==> src/rtl/prog_loader.sv <==
`default_nettype none
// ============================================================================
//  Module      : prog_loader
//  Description : Boot-time program loader. Receives a framed byte stream
//                (16-bit word count, little-endian payload words, XOR
//                checksum), writes the words sequentially into instruction
//                memory and holds the core in reset until the image is
//                loaded and verified.
//  Revision    : 1.0 - initial release
// ============================================================================
module prog_loader #(
    parameter int ADDR_WIDTH = 8
) (
    input  logic        clock,
    input  logic        reset,
    input  logic        byte_valid,
    input  logic [7:0]  byte_data,
    output logic        byte_ready,
    output logic        imem_we,
    output logic [31:0] imem_addr,
    output logic [31:0] imem_wdata,
    output logic        cpu_reset,
    output logic        done,
    output logic        error
);

    // Largest legal word count, evaluated at 17 bits so 2^16 is representable.
    localparam logic [16:0] MAX_WORDS = 17'd1 << ADDR_WIDTH;

    typedef enum logic [2:0] {
        HDR_LO = 3'd0,
        HDR_HI = 3'd1,
        DATA   = 3'd2,
        CHK    = 3'd3,
        DONE   = 3'd4,
        ERROR  = 3'd5
    } state_t;

    state_t      r_state;
    logic [7:0]  r_n_lo;       // low count byte, held until the high byte arrives
    logic [15:0] r_n_words;    // word count N of the current frame
    logic [15:0] r_word_idx;   // index of the word currently being assembled
    logic [1:0]  r_byte_cnt;   // byte position within the current word
    logic [23:0] r_word_sr;    // first three bytes of the current word
    logic [7:0]  r_chk;        // running XOR of payload bytes

    logic        w_accept;
    logic [15:0] w_n_full;
    logic        w_n_bad;
    logic [31:0] w_word;
    logic        w_last_word;

    // Ready is a pure state decode: no backpressure while writing.
    assign byte_ready  = (r_state == HDR_LO) || (r_state == HDR_HI) ||
                         (r_state == DATA)   || (r_state == CHK);
    assign w_accept    = byte_valid & byte_ready;
    assign w_n_full    = {byte_data, r_n_lo};
    assign w_n_bad     = (w_n_full == 16'd0) || ({1'b0, w_n_full} > MAX_WORDS);
    // Incoming byte completes the word in bits 31:24 (little-endian order).
    assign w_word      = {byte_data, r_word_sr};
    assign w_last_word = (r_word_idx == (r_n_words - 16'd1));

    // Frame-parsing FSM with registered memory-write and status outputs.
    always_ff @(posedge clock or posedge reset) begin
        if (reset) begin
            r_state    <= HDR_LO;
            r_n_lo     <= 8'd0;
            r_n_words  <= 16'd0;
            r_word_idx <= 16'd0;
            r_byte_cnt <= 2'd0;
            r_word_sr  <= 24'd0;
            r_chk      <= 8'd0;
            imem_we    <= 1'b0;
            imem_addr  <= 32'd0;
            imem_wdata <= 32'd0;
            cpu_reset  <= 1'b1;
            done       <= 1'b0;
            error      <= 1'b0;
        end else begin
            imem_we <= 1'b0;
            if (w_accept) begin
                unique case (r_state)
                    HDR_LO: begin
                        r_n_lo  <= byte_data;
                        r_state <= HDR_HI;
                    end
                    HDR_HI: begin
                        r_n_words <= w_n_full;
                        if (w_n_bad) begin
                            error   <= 1'b1;
                            r_state <= ERROR;
                        end else begin
                            r_state <= DATA;
                        end
                    end
                    DATA: begin
                        r_chk      <= r_chk ^ byte_data;
                        r_byte_cnt <= r_byte_cnt + 2'd1;
                        r_word_sr  <= {byte_data, r_word_sr[23:8]};
                        if (r_byte_cnt == 2'd3) begin
                            imem_we    <= 1'b1;
                            imem_addr  <= {14'd0, r_word_idx, 2'b00};
                            imem_wdata <= w_word;
                            r_word_idx <= r_word_idx + 16'd1;
                            if (w_last_word) begin
                                r_state <= CHK;
                            end
                        end
                    end
                    CHK: begin
                        if (byte_data == r_chk) begin
                            done      <= 1'b1;
                            cpu_reset <= 1'b0;
                            r_state   <= DONE;
                        end else begin
                            error   <= 1'b1;
                            r_state <= ERROR;
                        end
                    end
                    default: begin
                        r_state <= r_state;
                    end
                endcase
            end
        end
    end

endmodule
`default_nettype wire

==> config.mk <==
export PLATFORM = sky130hd
export DESIGN_NAME = prog_loader
export DESIGN_NICKNAME = d
export VERILOG_FILES = /design/src/rtl/prog_loader.sv
export SDC_FILE = /design/constraint.sdc
export NUM_CORES = 1
export LEC_CHECK = 0
export CORE_MARGIN = 8
export CORE_UTILIZATION = 39
export CTS_CLUSTER_SIZE = 30
export DETAILED_ROUTE_END_ITERATION = 10
export PLACE_DENSITY = 0.68
export SLEW_MARGIN = 10
export SYNTH_ARGS = -nofsm -noshare
export SYNTH_HDL_FRONTEND = slang
export SYNTH_SLANG_ARGS = --single-unit
==> constraint.sdc <==
create_clock -name clock -period 4.5 [get_ports clock]
set_clock_uncertainty 0.15 [all_clocks]
set_input_delay 0.9 -clock clock [delete_from_list [all_inputs] [get_ports clock]]
set_output_delay 0.9 -clock clock [all_outputs]
set_load 0.03 [all_outputs]
=== After elaboration in Yosys (flattened, before gate mapping) ===
Index checks and enable logic that the tools add are counted.

* Reduce and logical (&&, ||, !) cells: 15
* $add $sub $neg: 3
* Bitwise logic cells: 2
* Mux-type cells: 11
* Order comparisons: 1
* Equality and inequality tests: 10

{| class="wikitable"
|+ Operator list
! operator !! number
|-
| $add 16x1->16 const B || 1
|-
| $eq 16x16->1 || 1
|-
| $gt 16x9->1 const B || 1
|-
| $logic_not 16->1 || 1
|-
| $sub 16x1->16 const B || 1
|-
| $pmux 3 s4 || 1
|-
| $mux 3 || 3
|-
| $eq 8x8->1 || 1
|-
| $reduce_and 4->1 || 2
|-
| $xor 8x8->8 || 1
|-
| $eq 3x2->1 const B || 2
|-
| $mux 1 || 6
|-
| $ne 2x2->1 const B || 3
|-
| $reduce_and 2->1 || 3
|-
| $reduce_and 3->1 || 2
|-
| $logic_or 1x1->1 || 4
|-
| $reduce_bool 4->1 || 1
|-
| $eq 3x1->1 const B || 1
|-
| $logic_not 3->1 || 1
|-
| $add 2x1->2 const B || 1
|-
| $eq 2x2->1 const B || 1
|-
| $ne 2x1->1 const B || 1
|-
| $pmux 1 s2 || 1
|-
| $reduce_bool 2->1 || 1
|-
| $and 1x1->1 || 1
|}

* Bits of input ports: 11
* Flip-flop bits (word level): 129
* Output and inout bits: 69

=== Depth between registers and ports, before layout ===
Gate-level depths: netlist (run 1).

* Word-level depth: 6
* Gate-level depth with buffers: 11

=== Least setup slack after synthesis (run 1) ===
OpenSTA, ideal clock, no wires.

* Path kind: register to register
* From: register r_n_words[9]
* To: register r_state[0]
* Cell stages (with the launch flop): 9
* Data required time: 4222 ps
* Clock period less this slack: 2854 ps
* Setup slack: 1646 ps
* Arrival: 2577 ps
* Path buffers: 1
* Cell sequence: dfrtp_1 buf_6 or3_4 or4_1 or3_1 a211oi_2 nand4_1 o31ai_2 mux2_1

* Longest elaborated chain between the ends: 4

{| class="wikitable"
|+ Ends and longest elaborated chain
! item !! line !! source
|-
| from (decl) || 41 || <nowiki>logic [15:0] r_n_words;</nowiki>
|-
| from (signal assigned) || 88 || <nowiki>r_n_words <= w_n_full;</nowiki>
|-
| $sub 16x1->16 || 61 || <nowiki>assign w_last_word = (r_word_idx == (r_n_words - 16'd1));</nowiki>
|-
| $eq 16x16->1 || 61 ||
|-
| $ne 2x2->1 (no source line) || -- ||
|-
| $reduce_and 4->1 (no source line) || -- ||
|-
| to (signal assigned) || 121 || <nowiki>r_state <= r_state;</nowiki>
|-
| to (decl) || 39 || <nowiki>state_t r_state;</nowiki>
|}

Every way passes these cells.
A chain may end at the register's enable or synchronous reset.

=== Worst setup path in the final report (run 1) ===
Same ends and word-level chain as after synthesis.

==> results by group, run 1 <==
Run status
  – Outcome: complete, no violations

Worst setup path
  – Max FO, Critical Path: 8
  – R2R Setup Slk: between 1 and 1.5 ns
  – Largest delay share family, worst path: simple AND/OR/NAND/NOR gates
  – Critical path buffer and inverter count: 0
  – Worst Setup Path Type: flip-flop to flip-flop
  – Reg2reg start: r_n_words[9]
  – FF-to-FF End: r_state[0]
  – R2r worst-path depth: 7
  – Slowest CP cell: dfrtp_1
  – Worst setup EP type: flip-flop
  – Critical Path RT: 4.66 ns
  – CP Launch Type: flip-flop
  – Worst stage delay on the critical path: 0.48 ns
  – CP cell instances: or3_4 -> or4_1 -> or3_1 -> a211oi_2 -> nand4_1 -> o31ai_2 -> mux2_1
  – Critical path arrival: approximately 3.2 ns

Pwr
  – Static Leak: 3.26 nW
  – Peak supply drop: between 0.0003 and 0.0004 V
  – Total power: 3.33 mW
  – Power Dens Cells: roughly 470 mW/mm2

Synthesis
  – Yosys cell types: between 50 and 60
  – Ranking of synthesized cells by area: dfrtp_1 55%, mux2_2 14%, xnor2_1 6.4%, nand2_1 6.3%, buf_4 2.1%
  – Post-synth EDFFs: 0
  – Mean Syn Cell Area: about 12 um2
  – Synth async-reset ratio: 100%
  – Post-synth top area cell: dfrtp_1
  – Post-synthesis register bit count: roughly 130
  – Post-synth top flop: dfrtp_1
  – Share of the synthesized area in the top cell type: 55.3%
  – Yosys warns: 0
  – Post-Syn Area: a little under 0.006 mm2
  – Cells after synthesis: between 400 and 500
  – Sequential cell area fraction in the yosys report: a little under three fifths

Global routing
  – Gr ovfl total: 0
  – GR Util All Layers: between 10 and 15%
  – Global-route wire length before repair: 20,200 um
  – Vias in the first global route: just under 4,000
  – Antenna violations before repair: 0
  – Pin count of the biggest net entering global routing: 66

Floorplan
  – I/O pin count: 80
  – Die Y-Extent: 138 um
  – Core area: roughly 0.015 mm2
  – # rows: 44
  – Die area: roughly 0.019 mm2
  – Die Width: approximately 140 um
  – Starting Density: 39.8%

Clock tree
  – Clk slew on worst S/H paths: approximately 0.060 ns
  – Post-CTS setup buffers: 0
  – Hold buffer count at cts: 0
  – CTS tree: built
  – Number of H-tree levels: 4
  – Clock Path Buffers: 2
  – Worst skew pair latency: roughly 0.42 ns
  – Cts repair resizes: 0
  – Clk sinks: approximately 130
  – Root buffer cell: clkbuf_16
  – Num CTS Buffers: 17

Hold path
  – Hold path cells: 2
  – Hold endpoint: r_word_sr[7]
  – HP Class: flip-flop to flip-flop
  – Hold path startpoint: r_word_sr[7]

Route
  – DR DRC count: 0
  – Vias: 3,771
  – Antenna-violating nets left: 0
  – DR pass1 iterations: 4
  – Post-DR vias/cell: approximately 5.0
  – WL/cell: 16.4 um
  – Drt initial violations: about 190
  – Total Wirelength: ~12,000 um

STA
  – Final setup vio count: 0
  – Setup TNS: 0 ns
  – Worst-Margin Slew: about 1.2 ns
  – Period utilization: roughly two thirds
  – Max Clock Freq: between 0.3 and 0.4 GHz
  – RSZ-0062 raised after global routing: false
  – Count of final max-slew check failures: 0
  – Final Hold Vio Count: 0
  – Post-route minimum period: a little over 3 ns
  – Slew HR: between 20% and 30%

Placed design
  – RePlAce Congestion: around 0.88
  – PortBufs: 63
  – Hpwl dp: just under 9000 um

Finish
  – Register area: between 0.003 and 0.004 mm2
  – FILL cells: approximately 1,300
  – Area Overhead vs Synth: 23.2%
  – Share of cells above drive strength 1: a little over a fifth
  – Layout Utilization: about 49%
  – Area of the multi-input gates: 0.00238 mm2
  – Antenna cell count: 0
  – Layout Nets: around 580

Flow run
  – Max Cap Viol: 0
-- layer usage --
layer  routed length, um  vias up  part of all wire, %  global-route usage (%)
met2                6070       82                   49                    22.0
li1                    -     1787                    -                       -
met3                 696       19                  5.6                    4.38
met1                5410     1883                   44                    16.8
met5                   0        -                    0                       0
met4                 214        0                  1.7                    6.15
-- placed cells by master (no fill, tap or decap), types with 2 or more instances in the layout --
cell,instances
or2_2,2
clkdlybuf4s50_1,63
xnor2_1,42
clkbuf_8,3
a211oi_1,2
clkinv_4,2
bufinv_16,2
a311oi_1,3
xor2_1,11
inv_1,7
nor3_1,3
nor2b_1,3
nand3_1,10
clkinv_2,2
mux2_2,72
ha_1,3
dfrtp_1,128
nor2_1,14
or2b_2,2
nand2_1,97
o22ai_1,2
nor4_1,5
clkbuf_1,3
and3_1,2
clkbuf_16,17
conb_1,16
or3_1,2
o21ai_0,10
buf_4,4
nand4_1,8
-- cell type report --
cell class                      count  area share, %
Sequential cell                   129           45.3
Multi-Input combinational cell    337           33.4
Timing Repair Buffer               68           9.54
Tap cell                          184           3.23
Clock buffer                       23           6.70
Clock inverter                      8           1.46
Inverter                            8          0.456
-- where the power goes --
group | leakage [nW] | total (mW) | switching [mW] | internal [mW]
registers | 1.73 | 1.39 | 0.139 | 1.26
clock network | 0.284 | 1.35 | 0.492 | 0.857
logic | 1.25 | 0.583 | 0.304 | 0.279
total | 3.26 | 3.33 | 0.935 | 2.39
-- per-stage QoR --
step           setup WS [ns]  instances  hold WS [ns]  instance area [um2]
2_1_floorplan         0.0107        511         0.290                 5850
5_1_grt                 1.16        757         0.350                 7130
3_5_place_dp            1.03        726         0.312                 6550
6_report                1.44        757         0.323                 7130
4_1_cts                 1.45        757         0.328                 7130
3_3_place_gp            1.11        726         0.309                 6550
-- Yosys cell counts, types with 5 or more instances --
library cell	instances
dfrtp_1	128
xor2_1	11
xnor2_1	42
nor2_1	14
buf_4	16
nand3_1	10
nand4_1	8
inv_1	8
o21ai_0	10
nand2_1	97
clkbuf_1	18
mux2_2	72
nor4_1	5
-- worst reg2reg max path, stage by stage, from the launching register on --
cell and delay [ns]:
dfrtp_1 0.48, or3_4 0.46, or4_1 0.43, or3_1 0.37, a211oi_2 0.23, nand4_1 0.16, o31ai_2 0.32, mux2_1 0.35
-- state kept, by name, summed over array words and instances (netlist names), 2 cells and up --
signal	flops
imem_addr	16
r_word_sr	24
r_byte_cnt	2
r_word_idx	16
r_n_lo	8
imem_wdata	32
r_chk	8
r_state	3
r_n_words	16
-- worst max-delay path by stage --
stage / slack (ns) / depth (start not counted) / start / to
detailed placement: 1.03 / 7 / byte_valid / r_word_idx[15]
global placement: 1.11 / 7 / byte_valid / r_word_idx[15]
finish: 1.44 / 7 / r_n_words[9] / r_state[0]
CTS: 1.45 / 7 / byte_valid / r_word_idx[15]
floorplan: 0.01 / 1 / reset / done
global route: 1.16 / 7 / r_n_words[2] / r_state[0]
-- cells by family after synthesis --
family | Yosys count | synth area share (%)
buffers and inverters | 45 | 4.21
multiplexers | 74 | 14.4
AO/OA/AOI/OAI | 32 | 4.26
other | 1 | 0.0648
AND/OR/NAND/NOR | 159 | 12.7
flip-flops | 129 | 55.8
XOR/XNOR | 53 | 8.02
adder cells (fa/ha/maj) | 3 | 0.648
Note: power is estimated with default switching activity, not from simulation.
==> inputs of run 2 (changes only) <==
==> constraint.sdc (replaced) <==
create_clock -name clock -period 2.65 [get_ports clock]
set_clock_uncertainty 0.15 [all_clocks]
set_input_delay 0.53 -clock clock [delete_from_list [all_inputs] [get_ports clock]]
set_output_delay 0.53 -clock clock [all_outputs]
set_load 0.03 [all_outputs]
==> run 2 against run 1 <==
The flow now finishes with violations (negative setup slack). Critical path depth unchanged. Fmax increased by 7.7%. Wire length is 4.0% higher. Critical endpoint unchanged.
==> results by group, run 2 (same netlist as run 1, synthesis figures left out) <==
Floorplan
  – Die Width: 138 um (unchanged)
  – Core area: 0.0145 mm2 (unchanged)
  – # rows: 44 (unchanged)
  – Starting Density: 39.8% (unchanged)
  – Die area: 0.0190 mm2 (unchanged)
  – I/O pin count: 80 (unchanged)
  – Die Y-Extent: 138 um (unchanged)

Worst setup path
  – Reg2reg start: r_n_words[11]
  – CP cell instances: or3_4 -> or4_4 -> or3_4 -> a211oi_4 -> nand4_1 -> o31ai_2 -> mux2_1
  – Worst Setup Path Type: flip-flop to flip-flop
  – Largest delay share family, worst path: simple AND/OR/NAND/NOR gates
  – Worst setup EP type: flip-flop
  – R2r worst-path depth: 7 (unchanged)
  – Worst stage delay on the critical path: 0.49 ns (about the same)
  – Slowest CP cell: or4_4
  – Worst Setup EP: r_state[0]
  – CP Launch Type: flip-flop
  – FF-to-FF End: r_state[0]
  – Critical Path RT: 2.80 ns (-1.86 ns)
  – Most Frequent Cell on Critical Path: or3_4
  – Critical path buffer and inverter count: 0 (unchanged)
  – Max FO, Critical Path: 2 (-6)
  – WP depth: 7 (unchanged)
  – R2R Setup Slk: -0.19 ns (-1.63 ns)
  – Crit path from: r_n_words[11]
  – Critical path arrival: 2.99 ns (-0.22 ns)

Flow run
  – Max Cap Viol: 0 (unchanged)

Clock tree
  – Root buffer cell: clkbuf_16
  – Hold buffer count at cts: 0 (unchanged)
  – CTS tree: built
  – Clk sinks: 129 (unchanged)
  – Num CTS Buffers: 17 (unchanged)
  – Clk slew on worst S/H paths: 0.06 ns (about the same)
  – Worst skew pair latency: 0.42 ns (about the same)
  – Number of H-tree levels: 4 (unchanged)
  – Clock Path Buffers: 2 (unchanged)

Placed design
  – PortBufs: 63 (unchanged)
  – DP Cell Count: 760 (+4.7%)
  – DP Area: 0.00684 mm2 (+4.3%)
  – Place WS: -0.167 ns (-1.20 ns)
  – Hpwl dp: 9280 um (+6.1%)
  – RePlAce Congestion: 0.820 (-7.3%)

Route
  – Total Wirelength: 12,900 um (+4.0%)
  – Drt initial violations: 196 (+4.8%)
  – Vias: 3,875 (+2.8%)
  – DR DRC count: 0 (unchanged)
  – Antenna-violating nets left: 0 (unchanged)
  – DR pass1 iterations: 4 (unchanged)
  – Post-DR vias/cell: 4.89 (-1.9%)
  – WL/cell: 16.2 um (-0.73%)

Finish
  – Post-route cell area: 0.00753 mm2 (+5.5%)
  – FILL cells: 1,286 (-2.6%)
  – Layout Nets: 610 (+6.1%)
  – Biggest register: imem_wdata
  – Regs by FF count: imem_wdata x32, r_word_sr x24
  – Most frequent cells in the layout: 128 x dfrtp_1, 97 x nand2_1, 72 x mux2_2, 63 x clkdlybuf4s50_1, 42 x xnor2_1
  – Antenna cell count: 0 (unchanged)
  – Area Overhead vs Synth: 30.0%
  – Share of cells above drive strength 1: 27.6% (+5.6 points)
  – Non-filler cells, final: 793 (+4.8%)
  – Most common cell after layout, fill and taps aside: dfrtp_1
  – Layout Utilization: 51.8% (+2.7 points)
  – Max FFs per register: 32 (unchanged)

STA
  – Worst-Margin Slew: 0.700 ns (-0.470 ns)
  – Final setup vio count: 2 (+2)
  – Max Clock Freq: 0.352 GHz (+7.7%)
  – Count of final max-slew check failures: 0 (unchanged)
  – Final Hold Vio Count: 0 (unchanged)
  – Post-route minimum period: 2.84 ns (-0.219 ns)
  – Setup TNS: -0.272 ns (-0.272 ns)
  – Final WS setup: -0.191 ns (-1.63 ns)
  – Slew HR: 53.2% (+32 points)
  – RSZ-0062 raised after global routing: true
  – Period utilization: 107% (+39 points)

Global routing
  – Antenna violations before repair: 0 (unchanged)
  – Global-route wire length before repair: 21,100 um (+4.8%)
  – GR Util All Layers: 14.3% (+0.56 points)
  – Pin count of the biggest net entering global routing: 33 (-50%)
  – Gr ovfl total: 0 (unchanged)
  – Vias in the first global route: 4,146 (+5.9%)

Hold path
  – Hold path cells: 2 (unchanged)
  – HP Class: flip-flop to flip-flop

Pwr
  – Power Dens Cells: 816 mW/mm2 (+75%)
  – Static Leak: 3.48 nW (+6.8%)
  – Peak supply drop: 0.000568 V (+75%)

Run status
  – Failing checks: negative setup slack
  – Outcome: finished, violations left
-- run 2: cell types whose count changed in the layout (fill, tap and decap cells not counted), sizes merged --
cell,delta
inv,+1
clkbuf,-5
buf,+35
clkinvlp,+2
bufinv,+3
-- run 2: worst min path at each step --
stage	startpoint	to	slack (ns)
2_1_floorplan	r_word_sr[0]	r_word_sr[0]	0.29
3_3_place_gp	done	done	0.30
3_5_place_dp	r_word_sr[6]	r_word_sr[6]	0.31
4_1_cts	r_word_sr[3]	r_word_sr[3]	0.33
5_1_grt	cpu_reset	cpu_reset	0.34
6_report	r_byte_cnt[1]	r_byte_cnt[1]	0.33
-- run 2: report_power, final --
part	switching [mW]	leakage, nW	internal (mW)
sequential	0.187	1.73	2.13
combinational	0.604	1.43	0.608
clock	0.903	0.321	1.71
-- run 2: final cells by class --
cell class                      count  area [um2]  share of cell area [%]
Inverter                            8        33.8                   0.449
Clock inverter                     14         228                    3.03
Sequential cell                   129        3230                    42.9
Timing Repair Buffer              103         968                    12.9
Multi-Input combinational cell    337        2400                    31.9
Clock buffer                       18         439                    5.83
Tap cell                          184         230                    3.06
-- run 2: routing by layer --
| metal | vias to the layer above | track usage, % | share of wire (%) |
|---|---|---|---|
| met3 | 8 | 5.33 | 6.0 |
| met2 | 72 | 23.2 | 49 |
| met5 | - | 0 | 0 |
| met4 | 0 | 4.12 | 0.69 |
| li1 | 1852 | - | - |
| met1 | 1943 | 17.6 | 44 |
-- run 2: stage by stage --
stage,power [mW],hold slack (ns)
3_3_place_gp,3.51,0.305
6_report,6.14,0.331
4_1_cts,6.19,0.333
2_1_floorplan,3.17,0.290
3_5_place_dp,3.56,0.311
5_1_grt,6.44,0.343
-- run 2: tightest hold or removal path: stages (launching register included) --
cell and delay, ns:
dfrtp_1 0.34, nand2_1 0.05, nand2_1 0.05
-- run 2: timing repair --
item | in CTS | in global routing
setup buffers | 0 | 1
resized for setup | 2 | 1
setup endpoints to repair | 1 | 2
pin swaps | 0 | 2
